[config.mk]
export PLATFORM = sky130hd
export DESIGN_NAME = pc_unit
export DESIGN_NICKNAME = d
export VERILOG_FILES = /design/src/rtl/pc_pkg.sv /design/src/rtl/return_stack.sv /design/src/rtl/pc_unit.sv
export SDC_FILE = /design/constraint.sdc
export NUM_CORES = 1
export LEC_CHECK = 0
export ABC_AREA = 0
export CAP_MARGIN = 20
export CORE_MARGIN = 10
export CORE_UTILIZATION = 32
export CTS_BUF_LIST = sky130_fd_sc_hd__clkbuf_2 sky130_fd_sc_hd__clkbuf_4 sky130_fd_sc_hd__clkbuf_8
export DETAILED_ROUTE_END_ITERATION = 16
export SLEW_MARGIN = 20
export SYNTH_ARGS = -nofsm -noshare
export SYNTH_HDL_FRONTEND = slang
export SYNTH_SLANG_ARGS = --single-unit
[constraint.sdc]
create_clock -name clk -period 3.7 [get_ports clk]
set_clock_uncertainty 0.1 [all_clocks]
set_input_delay 0.555 -clock clk [delete_from_list [all_inputs] [get_ports clk]]
set_output_delay 0.555 -clock clk [all_outputs]
set_load 0.005 [all_outputs]
[src/rtl/pc_pkg.sv]
// Shared definitions for the program-counter unit: next-PC source encoding
// and the instruction-alignment mask helper.
package pc_pkg;

    typedef enum logic [2:0] {
        SEL_SEQ  = 3'd0,
        SEL_BR   = 3'd1,
        SEL_JMP  = 3'd2,
        SEL_RET  = 3'd3,
        SEL_RETF = 3'd4,
        SEL_EXC  = 3'd5
    } sel_e;

    // Low-bit mask covering the byte offset inside one instruction.
    function automatic logic [63:0] align_mask(input int unsigned bytes);
        return 64'(bytes) - 64'd1;
    endfunction

endpackage

[src/rtl/return_stack.sv]
// Circular return-address stack with top pointer and occupancy count;
// a push into a full stack overwrites the oldest entry and sets a sticky flag.
module return_stack #(
    parameter int WIDTH     = 32,
    parameter int RAS_DEPTH = 4
) (
    input  logic             clk,
    input  logic             rst,
    input  logic             push,
    input  logic             pop,
    input  logic [WIDTH-1:0] push_data,
    output logic [WIDTH-1:0] top,
    output logic             empty,
    output logic             full,
    output logic             overflow
);

    localparam int PTR_W = $clog2(RAS_DEPTH);
    localparam logic [PTR_W:0] DEPTH_C = (PTR_W + 1)'(RAS_DEPTH);

    logic [WIDTH-1:0] mem [RAS_DEPTH];
    logic [PTR_W-1:0] ptr, ptr_pop, ptr_next;
    logic [PTR_W:0]   cnt, cnt_pop, cnt_next;
    logic             do_pop;

    // Pop is applied first, then push, so a simultaneous pop+push replaces the top.
    always_comb begin
        do_pop   = pop && (cnt != '0);
        ptr_pop  = do_pop ? ptr - PTR_W'(1) : ptr;
        cnt_pop  = do_pop ? cnt - (PTR_W + 1)'(1) : cnt;
        ptr_next = ptr_pop;
        cnt_next = cnt_pop;
        if (push) begin
            ptr_next = ptr_pop + PTR_W'(1);
            if (cnt_pop != DEPTH_C) begin
                cnt_next = cnt_pop + (PTR_W + 1)'(1);
            end
        end
    end

    always_ff @(posedge clk or negedge rst) begin
        if (!rst) begin
            ptr      <= '0;
            cnt      <= '0;
            overflow <= 1'b0;
        end else begin
            ptr <= ptr_next;
            cnt <= cnt_next;
            if (push && (cnt_pop == DEPTH_C)) begin
                overflow <= 1'b1;
            end
        end
    end

    always_ff @(posedge clk) begin
        if (push) begin
            mem[ptr_next] <= push_data;
        end
    end

    assign top   = mem[ptr];
    assign empty = (cnt == '0);
    assign full  = (cnt == DEPTH_C);

endmodule

[src/rtl/pc_unit.sv]
// Program counter with internal sequential adder, prioritised next-PC
// selection, stall, exception entry and return-address-stack redirection.
module pc_unit
    import pc_pkg::*;
#(
    parameter int               WIDTH        = 32,
    parameter int               INSTR_BYTES  = 4,
    parameter logic [WIDTH-1:0] RESET_VECTOR = WIDTH'(32'h00000000),
    parameter logic [WIDTH-1:0] EXC_VECTOR   = WIDTH'(32'h80000180),
    parameter int               RAS_DEPTH    = 4
) (
    input  logic             clk,
    input  logic             rst,
    input  logic             stall,
    input  logic             exc,
    input  logic             branch_taken,
    input  logic [WIDTH-1:0] branch_target,
    input  logic             jump,
    input  logic             call,
    input  logic [WIDTH-1:0] jump_target,
    input  logic             ret,
    input  logic [WIDTH-1:0] ret_target,
    output logic [WIDTH-1:0] pc,
    output logic [WIDTH-1:0] pc_plus,
    output logic             misaligned,
    output logic             ras_empty,
    output logic             ras_full,
    output logic             ras_overflow
);

    localparam logic [WIDTH-1:0] LOW_MASK = WIDTH'(align_mask(INSTR_BYTES));
    localparam logic [WIDTH-1:0] STEP     = WIDTH'(INSTR_BYTES);

    sel_e             sel;
    logic             hold;
    logic [WIDTH-1:0] raw_target;
    logic [WIDTH-1:0] pc_next;
    logic [WIDTH-1:0] ras_top;
    logic             push;
    logic             pop;

    assign pc_plus = pc + STEP;

    // A call wins over a simultaneous ret: the ret only pops the stack.
    always_comb begin
        hold = 1'b0;
        sel  = SEL_SEQ;
        if (exc) begin
            sel = SEL_EXC;
        end else if (stall) begin
            hold = 1'b1;
        end else if (ret && !call) begin
            sel = ras_empty ? SEL_RETF : SEL_RET;
        end else if (call || jump) begin
            sel = SEL_JMP;
        end else if (branch_taken) begin
            sel = SEL_BR;
        end

        case (sel)
            SEL_EXC:  raw_target = EXC_VECTOR;
            SEL_RET:  raw_target = ras_top;
            SEL_RETF: raw_target = ret_target;
            SEL_JMP:  raw_target = jump_target;
            SEL_BR:   raw_target = branch_target;
            default:  raw_target = pc_plus;
        endcase

        pc_next    = (sel == SEL_SEQ) ? pc_plus : (raw_target & ~LOW_MASK);
        misaligned = (sel != SEL_SEQ) && ((raw_target & LOW_MASK) != '0);
    end

    assign push = call && !exc && !stall;
    assign pop  = ret && !exc && !stall;

    always_ff @(posedge clk or negedge rst) begin
        if (!rst) begin
            pc <= RESET_VECTOR;
        end else if (!hold) begin
            pc <= pc_next;
        end
    end

    return_stack #(
        .WIDTH     (WIDTH),
        .RAS_DEPTH (RAS_DEPTH)
    ) u_ras (
        .clk       (clk),
        .rst       (rst),
        .push      (push),
        .pop       (pop),
        .push_data (pc_plus),
        .top       (ras_top),
        .empty     (ras_empty),
        .full      (ras_full),
        .overflow  (ras_overflow)
    );

endmodule

==> impl_metrics.tcl, run 1 <==
set metrics [dict create \
    synth_top_area_share_pct 45.77 \
    synth_seq_cells 156 \
    synth_async_sr_flop_share_pct 23.08 \
    grt_pass1_wl_mm 40.80 \
    dr.first_iter.drc_count 551 \
    rsz0062_at_grt "true" \
    synth-simple-area-share_pct 12.41 \
    vias_per_cell 5.474 \
    synth-compound-area-share_pct 13.67 \
    cts.clk_slew.worst_paths_ns 0.08 \
    layout-drive-gt1-share_pct 19.09 \
    synthMuxAreaShare_pct 8.837 \
    drv_cap 0 \
    final_nets 913 \
    status "completed" \
    cts.sinks 156 \
    power_leakage_nw 3.758 \
    arrival_ns 2.87 \
    maxSlewHeadroom_pct 37.13 \
    ff2ff_path_depth 11 \
    hp-class "in2async" \
    io_buffers 167 \
    core-area_um2 24250 \
    cts_buffers 17 \
    yosysTopAreaCell "edfxtp_1" \
    die_w_um 176.9 \
    instances_no_fill 1142 \
    fillers 2251 \
    tightest_slew_ns 0.9430 \
    max_freq_ghz 0.2834 \
    finalHoldViolations 0 \
    ys_types 69 \
    synthCells 605 \
    ys_warn_count 0 \
    synth_edf_count 120 \
    placed_cells 1104 \
    dieArea_um2 31280 \
    dpl_cell_area_um2 10180 \
    finalCritPeriodShare_pct 95.35 \
    power_density_nw_per_um2 489.9 \
    max-vdd-ir-drop_uv 231.6 \
    hpwlAfterDp_mm 20.05 \
    grt_pass1_vias 6414 \
    rr_startpoint "u_ras.cnt[0]" \
    critPathCaptureType "output pin" \
    num_io_pins 172 \
    syn_area_um2 7873 \
    cts_buffer_depth 2 \
    hold_buffers 0 \
    synth_adder_area_share_pct 0.7947 \
    wl_per_cell_um 24.01 \
    htree_num_levels 4 \
    drv_slew 0 \
    synthFlopType "edfxtp_1" \
    synth.area.top_cells "edfxtp_1 46%, dfrtp_1 11%, mux4_2 8.6%, o21ai_0 2.6%, a221oi_1 2.3%" \
    startpoint_type "flop" \
    path_class "reg2out" \
    grt-ovfl-total 0 \
    reg2reg_to "u_ras.cnt[0]" \
    synth_top_family_by_area "compound AO/OA/AOI/OAI gates" \
    die_y_um 176.9 \
    gp_congestion 0.8821 \
    num_vias 6251 \
    start_util_pct 32.47 \
    antenna_left 0 \
    worstPathRequired_ns 3.04 \
    antenna_found_initial 0 \
    clock-root-buffer "clkbuf_8" \
    gr-usage-all-layers_pct 17.38 \
    final_cell_area_um2 10760 \
    finalWorstPathRequiredPeriod_ns 3.528 \
    totalWireLength_mm 27.42 \
    dr.pass1.iters 6 \
    grt_start_max_net_pins 37 \
    area_growth_pct 36.62 \
    cp_max_fo 9 \
    synth_xor_area_share_pct 3.783 \
    syn_area_per_cell_um2 13.01 \
    worst-r2r-setup-slack_ns 1.20 \
    setup_viol 0 \
    drc 0 \
    synth.yosys.seq_area_share_pct 57.22 \
    worstSkewPairLatency_ns 0.45 \
    std_cell_rows 57 \
    cts_tree "done" \
]
## critical path, cell delays in order, from the launching register on
cell	delay [ns]
dfrtp_1	0.47
nand4_2	0.23
nor4_4	0.30
buf_4	0.24
nand2_1	0.12
xnor2_1	0.44
clkdlybuf4s50_1	0.62
## stage by stage
step / setup TNS [ns] / setup WS, ns / power [mW] / util [%] / hold slack (ns)
CTS: 0 / 0.01156 / 5.288 / 43.90 / 0.1572
finish: 0 / 0.1719 / 5.269 / 44.36 / 0.1330
global route: -0.007952 / -0.007952 / 5.529 / 44.34 / 0.1840
detailed placement: 0 / 0.3777 / 3.917 / 41.99 / 0.3745
global placement: 0 / 0.4173 / 3.911 / 41.99 / 0.3703
floorplan: 0 / 0.1251 / 3.163 / - / 0.1594
## power by group
group	switching [mW]	internal [mW]	leakage [nW]
logic	0.701	0.856	2.02
clock network	0.634	0.737	0.220
registers	0.246	2.10	1.52
## area by class of cell
type,count,area [um^2],share of cell area (%)
Inverter,11,41.29,0.3839
Antenna cell,1,2.502,0.02327
Clock buffer,22,290.3,2.699
Timing Repair Buffer,220,2125,19.75
Tap cell,324,405.4,3.769
Sequential cell,156,4508,41.91
Multi-Input combinational cell,398,3244,30.17
Clock inverter,10,138.9,1.291
## logic make-up (layout without fill, tap and decap cells)
kind of cell / count (synthesis) / after routing
other cells: 1 / 5
buf+inv: 54 / 263
mux: 32 / 32
fa+ha+maj: 5 / 5
simple gates: 172 / 172
compound gates: 151 / 151
flops: 156 / 156
xor+xnor: 34 / 34
## routing by layer
metal / global-route usage (%) / vias to the layer above / part of all wire, % / routed length [um]
met1: 23.51 / 3138 / 43 / 11830
met5: 0 / - / 0 / 0
li1: - / 2798 / - / -
met4: 4.098 / 0 / 1.3 / 356
met2: 26.59 / 292 / 46 / 12570
met3: 5.505 / 23 / 9.7 / 2661
## state kept, by name (all words and copies together) (netlist names)
| name | flops |
|---|---|
| u_ras.ptr | 2 |
| u_ras.cnt | 3 |
| u_ras.mem | 120 |
| u_ras.overflow | 1 |
| pc | 30 |
## placed cells by master (no fill, tap or decap), types with 6 or more instances in the layout
master / n
clkbuf_8: 20
nand4_1: 8
clkdlybuf4s50_1: 166
and3_1: 11
xor2_1: 8
nand2_1: 48
edfxtp_1: 120
nor3_1: 8
a21oi_1: 16
inv_1: 10
nand3_1: 23
or3_1: 8
a222oi_1: 7
xnor2_2: 6
o21ai_0: 41
dfrtp_1: 33
xnor2_1: 14
a221oi_1: 21
xor2_2: 6
mux4_2: 30
nand2b_1: 9
nor2_1: 23
buf_4: 47
a31oi_1: 9
## what timing repair did
item                                    CTS  global route
resized for setup                         2            13
endpoints found under the setup margin    9            18
buffers inserted                          1             3
pin swaps                                 1             1
## cells in the mapped netlist, types with 3 or more instances
cell,instances
a211oi_1,4
a21oi_1,18
a221o_1,5
a221oi_1,21
a222oi_1,7
a31oi_1,9
a32oi_1,4
and2_1,5
and3_1,11
and4_1,3
buf_2,17
buf_4,8
clkbuf_1,16
dfrtp_1,36
edfxtp_1,120
ha_1,5
inv_1,10
mux4_2,30
nand2_1,48
nand2b_1,9
nand3_1,23
nand4_1,8
nand4bb_1,3
nor2_1,26
nor3_1,8
nor4_4,3
o21a_1,4
o21ai_0,41
o22ai_1,5
o2bb2ai_1,3
o311a_1,5
or3_1,8
xnor2_1,20
xor2_1,14
## how the worst max path moves through the flow
stage,end,from,slack (ns),cells past startpoint
after global placement,pc_plus[28],pc[11],0.42,6
after detailed placement,pc_plus[28],pc[2],0.38,7
after floorplan,u_ras.mem[0][10],exc,0.13,5
after CTS,pc_plus[31],pc[7],0.01,6
final,pc_plus[15],pc[11],0.17,6
after global routing,pc_plus[15],pc[11],-0.008,6
Note: power is estimated with default switching activity, not from simulation.
==> inputs of run 2 (changes only) <==
CAP_MARGIN = default   (was 20)
==> run 2 against run 1 <==
Compared with the run above: worst setup slack better by 0.00067 ns; final area hardly changed; routed wire length hardly changed; flip-flop and latch count stayed put; critical path depth stayed put; die area stayed put; clock power hardly changed; core utilization hardly changed; non-clock buffer count is 1 lower; critical path type unchanged; critical endpoint unchanged.
==> impl_metrics.tcl, run 2 (synthesis gave the netlist of run 1 again) <==
set metrics [dict create \
    cts_buffer_depth 2 \
    comb_power_share_pct 29.6 \
    cts_tree "done" \
    io_buffers 167 \
    grt_pass1_wl_mm 40.80 \
    grt-ovfl-total 0 \
    largest_register "u_ras.mem" \
    num_vias 6256 \
    hold_buffers 0 \
    status "completed" \
    hold_ws_ns 0.1311 \
    htree_num_levels 4 \
    largest_reg_flops 120 \
    drv_cap 0 \
    totalWireLength_mm 27.43 \
    final.setup.tns_ns 0 \
    drv_slew 0 \
    final_nets 912 \
    power_leakage_nw 3.755 \
    setup_viol 0 \
    fin_util_pct 44.33 \
    cts.sinks 156 \
    rsz0062_at_grt "true" \
    antenna_found_initial 0 \
    die_y_um 176.9 \
    path_buf_inv 2 \
    hp-class "in2async" \
    crit_family "buffers and inverters" \
    cp_max_fo 9 \
    finalWorstPathRequiredPeriod_ns 3.527 \
    arrival_ns 2.87 \
    gr-usage-all-layers_pct 17.38 \
    p_int_mw 3.688 \
    worstPathRequired_ns 3.04 \
    grt_start_max_net_pins 37 \
    dieArea_um2 31280 \
    hpwlAfterDp_mm 20.05 \
    finalCritPeriodShare_pct 95.34 \
    finalHoldViolations 0 \
    tightest_slew_ns 1.106 \
    wl_per_cell_um 24.04 \
    cp_cell_sequence "nand4_2 -> nor4_4 -> buf_4 -> nand2_1 -> xnor2_1 -> clkdlybuf4s50_1" \
    maxSlewHeadroom_pct 25.51 \
    reg_top3 "u_ras.mem: 120 flops, pc: 30 flops, u_ras.cnt: 3 flops" \
    layout_commonest_cell "clkdlybuf4s50_1" \
    p_sw_mw 1.578 \
    cts.clk_slew.worst_paths_ns 0.08 \
    drc 0 \
    gp_congestion 0.8821 \
    die_w_um 176.9 \
    final_cell_mix "166 x clkdlybuf4s50_1, 120 x edfxtp_1, 48 x nand2_1" \
    path_class "reg2out" \
    power_density_nw_per_um2 489.8 \
    antenna_left 0 \
    start_util_pct 32.47 \
    grt_pass1_vias 6414 \
    area_growth_pct 36.55 \
    std_cell_rows 57 \
    seqPwrFrac_pct 44.4 \
    power_mw 5.266 \
    core-area_um2 24250 \
    vias_per_cell 5.483 \
    startpoint_type "flop" \
    dr.first_iter.drc_count 595 \
    max_freq_ghz 0.2835 \
    clock-root-buffer "clkbuf_8" \
    max-vdd-ir-drop_uv 233.9 \
    clkPwrFrac_pct 26.0 \
    num_io_pins 172 \
    cts_buffers 17 \
    worstSkewPairLatency_ns 0.45 \
    critPathCaptureType "output pin" \
    layout-drive-gt1-share_pct 19.00 \
    swShare_pct 29.97 \
    crit_start "pc[11]" \
    cp_slowest_cell "clkdlybuf4s50_1" \
    max_stage_delay_ns 0.62 \
    rr_startpoint "u_ras.cnt[0]" \
    dr.pass1.iters 5 \
]
-- run 2: timing repair --
action                     4_1_cts  5_1_grt
pin swaps                        1        1
gates resized for setup          2       13
setup endpoints to repair        9       18
buffers inserted                 1        3
cloned                           0        0
-- run 2: worst paths after layout --
kind,to,slack (ns),cells after the start
setup / recovery,pc_plus[15],0.17,6
hold / removal,u_ras.overflow,0.13,1
setup reg to reg,u_ras.cnt[0],1.21,11
hold reg to reg,u_ras.overflow,0.39,1
max in group asynchronous,pc[2],2.70,1
min in group clk,u_ras.overflow,0.39,1
-- run 2: layer usage --
| metal | track usage (%) | routed length, um |
|---|---|---|
| met4 | 4.098 | 378 |
| met2 | 26.59 | 12530 |
| met3 | 5.505 | 2562 |
| met5 | 0 | 0 |
| met1 | 23.51 | 11960 |
-- run 2: layout make-up --
cell class                 count  area [um^2]
fill                        2251        13500
sequential                   156         4508
multi-input combinational    398         3244
timing repair buffer         219         2120
tap                          324        405.4
clock buffer                  22        290.3
clock inverter                10        138.9
inverter                      11        41.29
antenna                        1        2.502
-- run 2: power groups by stage --
stage | combinational (mW) | clock, mW | sequential (mW)
floorplan | 0.935 | 0 | 2.23
global placement | 1.55 | 0 | 2.37
detailed placement | 1.55 | 0 | 2.37
CTS | 1.56 | 1.39 | 2.34
global route | 1.69 | 1.47 | 2.37
finish | 1.56 | 1.37 | 2.34
-- run 2: stage by stage --
stage,setup slack [ns],std cells,area [um^2]
6_report,0.1726,1141,10750
5_1_grt,-0.007951,1140,10750
4_1_cts,0.01156,1137,10650
3_5_place_dp,0.3777,1104,10180
3_3_place_gp,0.4173,1104,10180
2_1_floorplan,0.1251,608,7884
==> inputs of run 3 (changes only) <==
ABC_CLOCK_PERIOD_IN_PS = 3700   (was default)
CTS_CLUSTER_SIZE = 28   (was default)
==> results of run 3 <==
No change in the layout: final DEF, timing and power equal those of run 2.
